==> src/rtl/cvxif_coproc_pkg.sv <==
// rtl/cvxif_coproc_pkg.sv - CV-X-IF types, slot record and predecode helper for the multi-issue coprocessor
package cvxif_coproc_pkg;

  localparam int X_NUM_RS          = 3;
  localparam int X_ID_WIDTH        = 4;
  localparam int X_RFR_WIDTH       = 32;
  localparam int MaxLatWidth       = 16;
  localparam int DefaultNumEntries = 4;
  localparam int DefaultLatWidth   = 4;

  localparam logic [6:0] OpcCustom0 = 7'b0001011;
  localparam logic [6:0] OpcCustom1 = 7'b0101011;

  typedef struct packed {
    logic [15:0]           instr;
    logic [1:0]            mode;
    logic [X_ID_WIDTH-1:0] id;
  } x_compressed_req_t;

  typedef struct packed {
    logic [31:0] instr;
    logic        accept;
  } x_compressed_resp_t;

  typedef struct packed {
    logic [31:0]                           instr;
    logic [1:0]                            mode;
    logic [X_ID_WIDTH-1:0]                 id;
    logic [X_NUM_RS-1:0][X_RFR_WIDTH-1:0]  rs;
    logic [X_NUM_RS-1:0]                   rs_valid;
  } x_issue_req_t;

  typedef struct packed {
    logic accept;
    logic writeback;
    logic dualwrite;
    logic dualread;
    logic loadstore;
    logic exc;
  } x_issue_resp_t;

  typedef struct packed {
    logic [X_ID_WIDTH-1:0] id;
    logic                  x_commit_kill;
  } x_commit_t;

  typedef struct packed {
    logic [X_ID_WIDTH-1:0] id;
    logic [31:0]           addr;
    logic [1:0]            mode;
    logic                  we;
    logic [1:0]            size;
    logic [31:0]           wdata;
    logic                  last;
    logic                  spec;
  } x_mem_req_t;

  typedef struct packed {
    logic       exc;
    logic [5:0] exccode;
  } x_mem_resp_t;

  typedef struct packed {
    logic [X_ID_WIDTH-1:0] id;
    logic [31:0]           rdata;
    logic                  err;
  } x_mem_result_t;

  typedef struct packed {
    logic [X_ID_WIDTH-1:0]  id;
    logic [X_RFR_WIDTH-1:0] data;
    logic [4:0]             rd;
    logic                   we;
    logic                   exc;
    logic [5:0]             exccode;
  } x_result_t;

  typedef enum logic [1:0] {FREE, ISSUED, COMMITTED, DONE} slot_state_e;

  typedef struct packed {
    slot_state_e            state;
    logic [X_ID_WIDTH-1:0]  id;
    logic [X_RFR_WIDTH-1:0] data;
    logic [4:0]             rd;
    logic                   we;
    logic [MaxLatWidth-1:0] cnt;
  } slot_t;

  // custom-0 writes a result back, custom-1 is accepted but has no writeback
  function automatic x_issue_resp_t predecode(input logic [6:0] opcode);
    x_issue_resp_t r;
    r = '0;
    case (opcode)
      OpcCustom0: begin
        r.accept    = 1'b1;
        r.writeback = 1'b1;
      end
      OpcCustom1: r.accept = 1'b1;
      default: ;
    endcase
    return r;
  endfunction

endpackage

==> src/rtl/cvxif_coproc_slot.sv <==
// rtl/cvxif_coproc_slot.sv - one in-flight instruction slot with commit-triggered latency countdown
module cvxif_coproc_slot
  import cvxif_coproc_pkg::*;
#(
  parameter int LatWidth = DefaultLatWidth
) (
  input  logic                   clk,
  input  logic                   rst,
  input  logic                   alloc,
  input  logic [X_ID_WIDTH-1:0]  alloc_id,
  input  logic [X_RFR_WIDTH-1:0] alloc_data,
  input  logic [4:0]             alloc_rd,
  input  logic                   alloc_we,
  input  logic                   commit_match,
  input  logic                   kill,
  input  logic                   pop,
  output slot_t                  slot
);

  always_ff @(posedge clk or posedge rst) begin
    if (rst) begin
      slot <= '0;
    end else begin
      case (slot.state)
        FREE: if (alloc) begin
          slot.state <= ISSUED;
          slot.id    <= alloc_id;
          slot.data  <= alloc_data;
          slot.rd    <= alloc_rd;
          slot.we    <= alloc_we;
          slot.cnt   <= '0;
        end
        ISSUED: if (commit_match) begin
          if (kill) begin
            slot.state <= FREE;
          end else begin
            slot.state <= COMMITTED;
            slot.cnt   <= MaxLatWidth'(slot.data[LatWidth-1:0]);
          end
        end
        // the zero test comes first, so the count never wraps below 0
        COMMITTED: begin
          if (slot.cnt == '0) slot.state <= DONE;
          else                slot.cnt   <= slot.cnt - MaxLatWidth'(1);
        end
        DONE: if (pop) slot.state <= FREE;
        default: slot.state <= FREE;
      endcase
    end
  end

endmodule

==> src/rtl/cvxif_multi_issue_coprocessor.sv <==
// rtl/cvxif_multi_issue_coprocessor.sv - multi-entry CV-X-IF coprocessor: lowest-free allocation, lowest-done result arbitration
module cvxif_multi_issue_coprocessor
  import cvxif_coproc_pkg::*;
#(
  parameter int NumEntries = DefaultNumEntries,
  parameter int LatWidth   = DefaultLatWidth,
  parameter int NumRs      = 3
) (
  input  logic               clk_i,
  input  logic               rst_i,
  input  logic               x_compressed_valid_i,
  output logic               x_compressed_ready_o,
  input  x_compressed_req_t  x_compressed_req_i,
  output x_compressed_resp_t x_compressed_resp_o,
  input  logic               x_issue_valid_i,
  output logic               x_issue_ready_o,
  input  x_issue_req_t       x_issue_req_i,
  output x_issue_resp_t      x_issue_resp_o,
  input  logic               x_commit_valid_i,
  input  x_commit_t          x_commit_i,
  output logic               x_mem_valid_o,
  input  logic               x_mem_ready_i,
  output x_mem_req_t         x_mem_req_o,
  input  x_mem_resp_t        x_mem_resp_i,
  input  logic               x_mem_result_valid_i,
  input  x_mem_result_t      x_mem_result_i,
  output logic               x_result_valid_o,
  input  logic               x_result_ready_i,
  output x_result_t          x_result_o
);

  localparam int IdxW = (NumEntries > 1) ? $clog2(NumEntries) : 1;

  slot_t                  slots [NumEntries];
  logic [NumEntries-1:0]  free;
  logic [NumEntries-1:0]  unused_cnt;
  logic [IdxW-1:0]        alloc_idx;
  logic [IdxW-1:0]        done_idx;
  logic [IdxW-1:0]        sel_idx;
  logic [IdxW-1:0]        hold_idx;
  logic                   done_any;
  logic                   hold_valid;
  logic                   issue_fire;
  logic                   pop_fire;
  logic [X_RFR_WIDTH-1:0] rs_sum;
  logic [4:0]             rd;
  logic                   unused_in;

  assign x_compressed_ready_o = 1'b0;
  assign x_compressed_resp_o  = '0;
  assign x_mem_valid_o        = 1'b0;
  assign x_mem_req_o          = '0;
  assign unused_in = ^{x_compressed_valid_i, x_compressed_req_i, x_mem_ready_i, x_mem_resp_i,
                       x_mem_result_valid_i, x_mem_result_i, x_issue_req_i};

  assign x_issue_resp_o = predecode(x_issue_req_i.instr[6:0]);
  assign rd             = x_issue_req_i.instr[11:7];
  assign issue_fire     = x_issue_valid_i && x_issue_ready_o && x_issue_resp_o.accept;
  assign x_issue_ready_o = |free;

  always_comb begin
    rs_sum = x_issue_req_i.rs[0] + x_issue_req_i.rs[1];
    if (NumRs == 3) rs_sum = rs_sum + x_issue_req_i.rs[2];
  end

  // downward scans leave the lowest matching index in the result
  always_comb begin
    free      = '0;
    alloc_idx = '0;
    done_any  = 1'b0;
    done_idx  = '0;
    for (int i = NumEntries - 1; i >= 0; i--) begin
      free[i] = (slots[i].state == FREE);
      if (slots[i].state == FREE) alloc_idx = IdxW'(i);
      if (slots[i].state == DONE) begin
        done_any = 1'b1;
        done_idx = IdxW'(i);
      end
    end
  end

  // a stalled result keeps its slot even if a lower slot finishes meanwhile
  assign sel_idx          = hold_valid ? hold_idx : done_idx;
  assign x_result_valid_o = hold_valid || done_any;
  assign pop_fire         = x_result_valid_o && x_result_ready_i;

  always_ff @(posedge clk_i or posedge rst_i) begin
    if (rst_i) begin
      hold_valid <= 1'b0;
      hold_idx   <= '0;
    end else begin
      hold_valid <= x_result_valid_o && !x_result_ready_i;
      hold_idx   <= sel_idx;
    end
  end

  always_comb begin
    x_result_o = '0;
    if (x_result_valid_o) begin
      x_result_o.id   = slots[sel_idx].id;
      x_result_o.data = slots[sel_idx].data;
      x_result_o.rd   = slots[sel_idx].rd;
      x_result_o.we   = slots[sel_idx].we;
    end
  end

  for (genvar g = 0; g < NumEntries; g++) begin : g_slot
    cvxif_coproc_slot #(.LatWidth(LatWidth)) u_slot (
      .clk          (clk_i),
      .rst          (rst_i),
      .alloc        (issue_fire && (alloc_idx == IdxW'(g))),
      .alloc_id     (x_issue_req_i.id),
      .alloc_data   (rs_sum),
      .alloc_rd     (rd),
      .alloc_we     (x_issue_resp_o.writeback && (rd != 5'd0)),
      .commit_match (x_commit_valid_i && (slots[g].state == ISSUED) && (slots[g].id == x_commit_i.id)),
      .kill         (x_commit_i.x_commit_kill),
      .pop          (pop_fire && (sel_idx == IdxW'(g))),
      .slot         (slots[g])
    );
    assign unused_cnt[g] = ^slots[g].cnt;
  end

endmodule

==> config.mk <==
export PLATFORM = sky130hd
export DESIGN_NAME = cvxif_multi_issue_coprocessor
export DESIGN_NICKNAME = d
export VERILOG_FILES = /design/src/rtl/cvxif_coproc_pkg.sv /design/src/rtl/cvxif_coproc_slot.sv /design/src/rtl/cvxif_multi_issue_coprocessor.sv
export SDC_FILE = /design/constraint.sdc
export NUM_CORES = 1
export LEC_CHECK = 0
export ABC_AREA = 0
export CORE_AREA = 3 3 203 165
export DETAILED_ROUTE_END_ITERATION = 10
export DIE_AREA = 0 0 206 168
export PLACE_DENSITY = 0.81
export REMOVE_ABC_BUFFERS = 1
export SLEW_MARGIN = 5
export SYNTH_ARGS = -nofsm -noshare
export SYNTH_HDL_FRONTEND = slang
export SYNTH_SLANG_ARGS = --single-unit
export TNS_END_PERCENT = 100
==> constraint.sdc <==
create_clock -name clk_i -period 9.9 [get_ports clk_i]
set_input_delay 1.98 -clock clk_i [delete_from_list [all_inputs] [get_ports clk_i]]
set_output_delay 1.98 -clock clk_i [all_outputs]
set_load 0.03 [all_outputs]
==> results by group <==
Floorplan
  • Die Y-Extent: 168 um
  • Rows: 58
  • Top Ports: 383
  • Core footprint: 31500 um^2
  • Starting density of the core: 0.5092
  • Die Wd: 206 um
  • DIE AREA: 34610 um^2

Detailed routing
  • Remaining DRCs: 0
  • Total number of vias: 13600
  • Drt total wl: 41870 um
  • Post-detailed-route count of antenna-violating nets: 0
  • Drt first-iter violations: 1433
  • DR pass1 iterations: 6
  • Vias/cell: 5.920
  • Wire per inst: 18.22 um

Setup path
  • CP max-delay cell: clkdlybuf4s50_1
  • Setup crit start: x_issue_req_i[109]
  • Worst Path Arrival: 4.28 ns
  • Setup crit end kind: output pin
  • Worst path most repeated cell: clkdlybuf4s50_1
  • CP Launch Type: input pin
  • R2r endpoint: g_slot[3].u_slot.slot[6]
  • Worst path bufs/invs: 2
  • Worst r2r src: g_slot[0].u_slot.slot[58]
  • Data required, critical path: 7.92 ns
  • Critical path depth: 4
  • R2R Setup Slk: 6.52 ns
  • Worst Reg2Reg Path Length in Cells: 8
  • Worst path max stage delay: 0.79 ns
  • Kind of critical path: in2out
  • Max FO, Critical Path: 4
  • Critical-path cell list: clkdlybuf4s50_1 > or4b_4 > nor3_1 > clkdlybuf4s50_1
  • Worst Setup EP: x_issue_resp_o[4]
  • Kind of cell adding the most delay to the critical path: buffers and inverters

Min path
  • HP Class: reg2reg

Pwr
  • Register share of total power: 0.310
  • Switching part of the total power: 0.4128
  • Pwr dens: 225.3 nW/um^2
  • Comb power frac: 0.433
  • Share of total power in the clock network: 0.257
  • Net Switching: 1721 uW
  • Static Leakage: 0.008355 uW
  • Total power: 4169 uW
  • Peak supply drop: 182.9 uV
  • Internal Power: 2448 uW

Run status
  • Status: complete, no violations

GRT
  • First-pass GRT wire length: 67610 um
  • All-Layer GR Usage: 0.2368
  • Total grt overflow: 0
  • Number of global-route vias before repair: 13140
  • Largest net degree at the start of global routing: 134
  • Antenna violations before repair: 0

Timing
  • Final setup viols: 0
  • Final hold viol count: 0
  • Slew Limit Fails: 0
  • Final min period: 6.262 ns
  • F_max: 159.7 MHz
  • Final WS setup: 3.638 ns
  • Worst Tran Pin Value: 1.091 ns
  • Crit share post-route: 0.6325
  • Slew margin rel.: 0.2659
  • Worst Clk Skew: 0.01733 ns
  • Setup TNS: 0 ns
  • RSZ-0062 raised after global routing: no

Final layout
  • Ant diodes: 0
  • Final Non-Filler Cells: 2298
  • Most common cell after layout, fill and taps aside: nand2_1
  • Layout area overhead: 15.41%
  • Layout net count: 2158
  • Fin util: 0.5876
  • Fillers: 2683
  • Ratio of cells with drive above 1 in the final layout: 0.07774
  • Most frequent cells in the layout: nand2_1, dfrtp_1, clkdlybuf4s50_1, o21ai_0, conb_1

Clock network
  • CTS resizes: 0
  • Post-CTS Setup Inserts: 0
  • H-Tree Depth: 1
  • CTS Hold Buffers Added: 0
  • Clock transition at path regs: 0.06 ns
  • TritonCTS clock tree: done
  • Num Clock Sinks: 243
  • Clk root buf: clkbuf_16
  • CTS Buf Count: 26
  • CTS Buffer Depth: 3
  • Worst-Skew Late Latency: 0.55 ns

Synth
  • Largest family of logic cells by synthesized area: simple AND/OR/NAND/NOR gates
  • Post-synthesis area per instance: 9.206 um^2
  • Predominant post-synthesis flop cell: dfrtp_1
  • EDFF count, synth: 0
  • Post-Syn Area: 16040 um^2
  • Synth cell types: 80
  • Compound-gate portion of the synthesized area: 0.1732
  • Sequential area share after synthesis: 0.3792
  • Post-Synth XOR/XNOR Area: 0.01748
  • Post-Synthesis Cells: 1742
  • YS warnings: 0
  • Mux cell area share after synthesis: 0.07178
  • Simple-gate share of the synthesized area: 0.1885
  • Yosys reg bits: 243
  • Post-synth ARST share: 1.000
  • Synth Area in Adders: 0.07974

Placement
  • Number of port buffers: 167
  • Dpl cells: 2251
  • Pre-CTS setup slack: 3.507 ns
  • Post-DP HPWL: 29050 um
  • Global placement routability congestion: 0.8832

Job
  • MaxCap Viol Count: 0
[cell usage after synthesis (15+ instances only)]
library cell / number / area share
fa_1: 32 / 0.040
and2_1: 45 / 0.018
dfrtp_1: 243 / 0.38
ha_1: 51 / 0.040
nand2_1: 306 / 0.072
clkbuf_1: 73 / 0.017
a21oi_1: 70 / 0.022
o41ai_1: 19 / 0.010
a21o_1: 15 / 0.0070
xor2_1: 18 / 0.0098
or3_1: 15 / 0.0059
nand3_1: 46 / 0.014
buf_4: 122 / 0.057
mux4_2: 42 / 0.059
o21ai_0: 137 / 0.043
nor2_1: 94 / 0.022
nor3_1: 49 / 0.015
o31ai_1: 59 / 0.028
a31oi_1: 18 / 0.0070
inv_1: 43 / 0.010
[flip-flops by register name, summed over array words and instances, names as in the netlist, named ones only]
register,count
g_slot.u_slot.slot,236
hold_idx,2
hold_valid,1
[through the flow]
stage	instance area (um^2)	hold slack [ns]
after floorplan	15210	0.4335
after global placement	17550	0.4452
after detailed placement	17550	0.4506
after CTS	18510	0.4649
after global routing	18510	0.4931
final	18510	0.4602
[routing by layer]
layer / share of wire / GRT usage / routed length [um]
met1: 0.41 / 0.3259 / 17340
met3: 0.078 / 0.04040 / 3259
met5: 0 / 0 / 0
met2: 0.49 / 0.3945 / 20410
met4: 0.021 / 0.05575 / 862
[worst reg2reg max path: cells and delay by family (launching register included)]
family / cells / cell delay, ns
compound gates: 2 / 0.56
fa+ha+maj: 1 / 0.32
buf+inv: 1 / 0.11
flops: 1 / 0.37
simple gates: 4 / 1.89
[how the worst min path moves through the flow]
stage | start | end | slack [ns] | cells after the start
final | g_slot[3].u_slot.slot[18] | g_slot[3].u_slot.slot[18] | 0.46 | 2
after global routing | g_slot[3].u_slot.slot[20] | g_slot[3].u_slot.slot[20] | 0.49 | 2
after CTS | g_slot[3].u_slot.slot[18] | g_slot[3].u_slot.slot[18] | 0.46 | 2
after detailed placement | g_slot[3].u_slot.slot[18] | g_slot[3].u_slot.slot[18] | 0.45 | 2
after global placement | g_slot[3].u_slot.slot[18] | g_slot[3].u_slot.slot[18] | 0.45 | 2
after floorplan | g_slot[3].u_slot.slot[17] | g_slot[3].u_slot.slot[17] | 0.43 | 2
[power groups by stage]
stage / Sequential [uW] / Clock (uW) / Combinational [uW]
after floorplan: 1260 / 0 / 1290
after global placement: 1290 / 0 / 1710
after CTS: 1290 / 1080 / 1790
final: 1290 / 1070 / 1810
after detailed placement: 1300 / 0 / 1770
after global routing: 1310 / 1120 / 1990
[cell type report]
cell class                 instances  area (um^2)  share of cell area
clock inverter                     7        162.7            0.008789
multi-input combinational       1363         8996              0.4861
inverter                          44        172.7            0.009329
tap                              420        525.5             0.02839
sequential                       243         6081              0.3286
timing repair buffer             181         1777             0.09600
clock buffer                      40        793.3             0.04286
[cell families after synthesis]
kind of cell               Yosys count
AOI/OAI and AO/OA                  421
xor gates and xnor gates            32
adders and majority gates           83
buffers and inverters              256
DFF                                243
muxes                               61
other                                1
and+or+nand+nor                    645
Power figures use the tool's default switching activity.
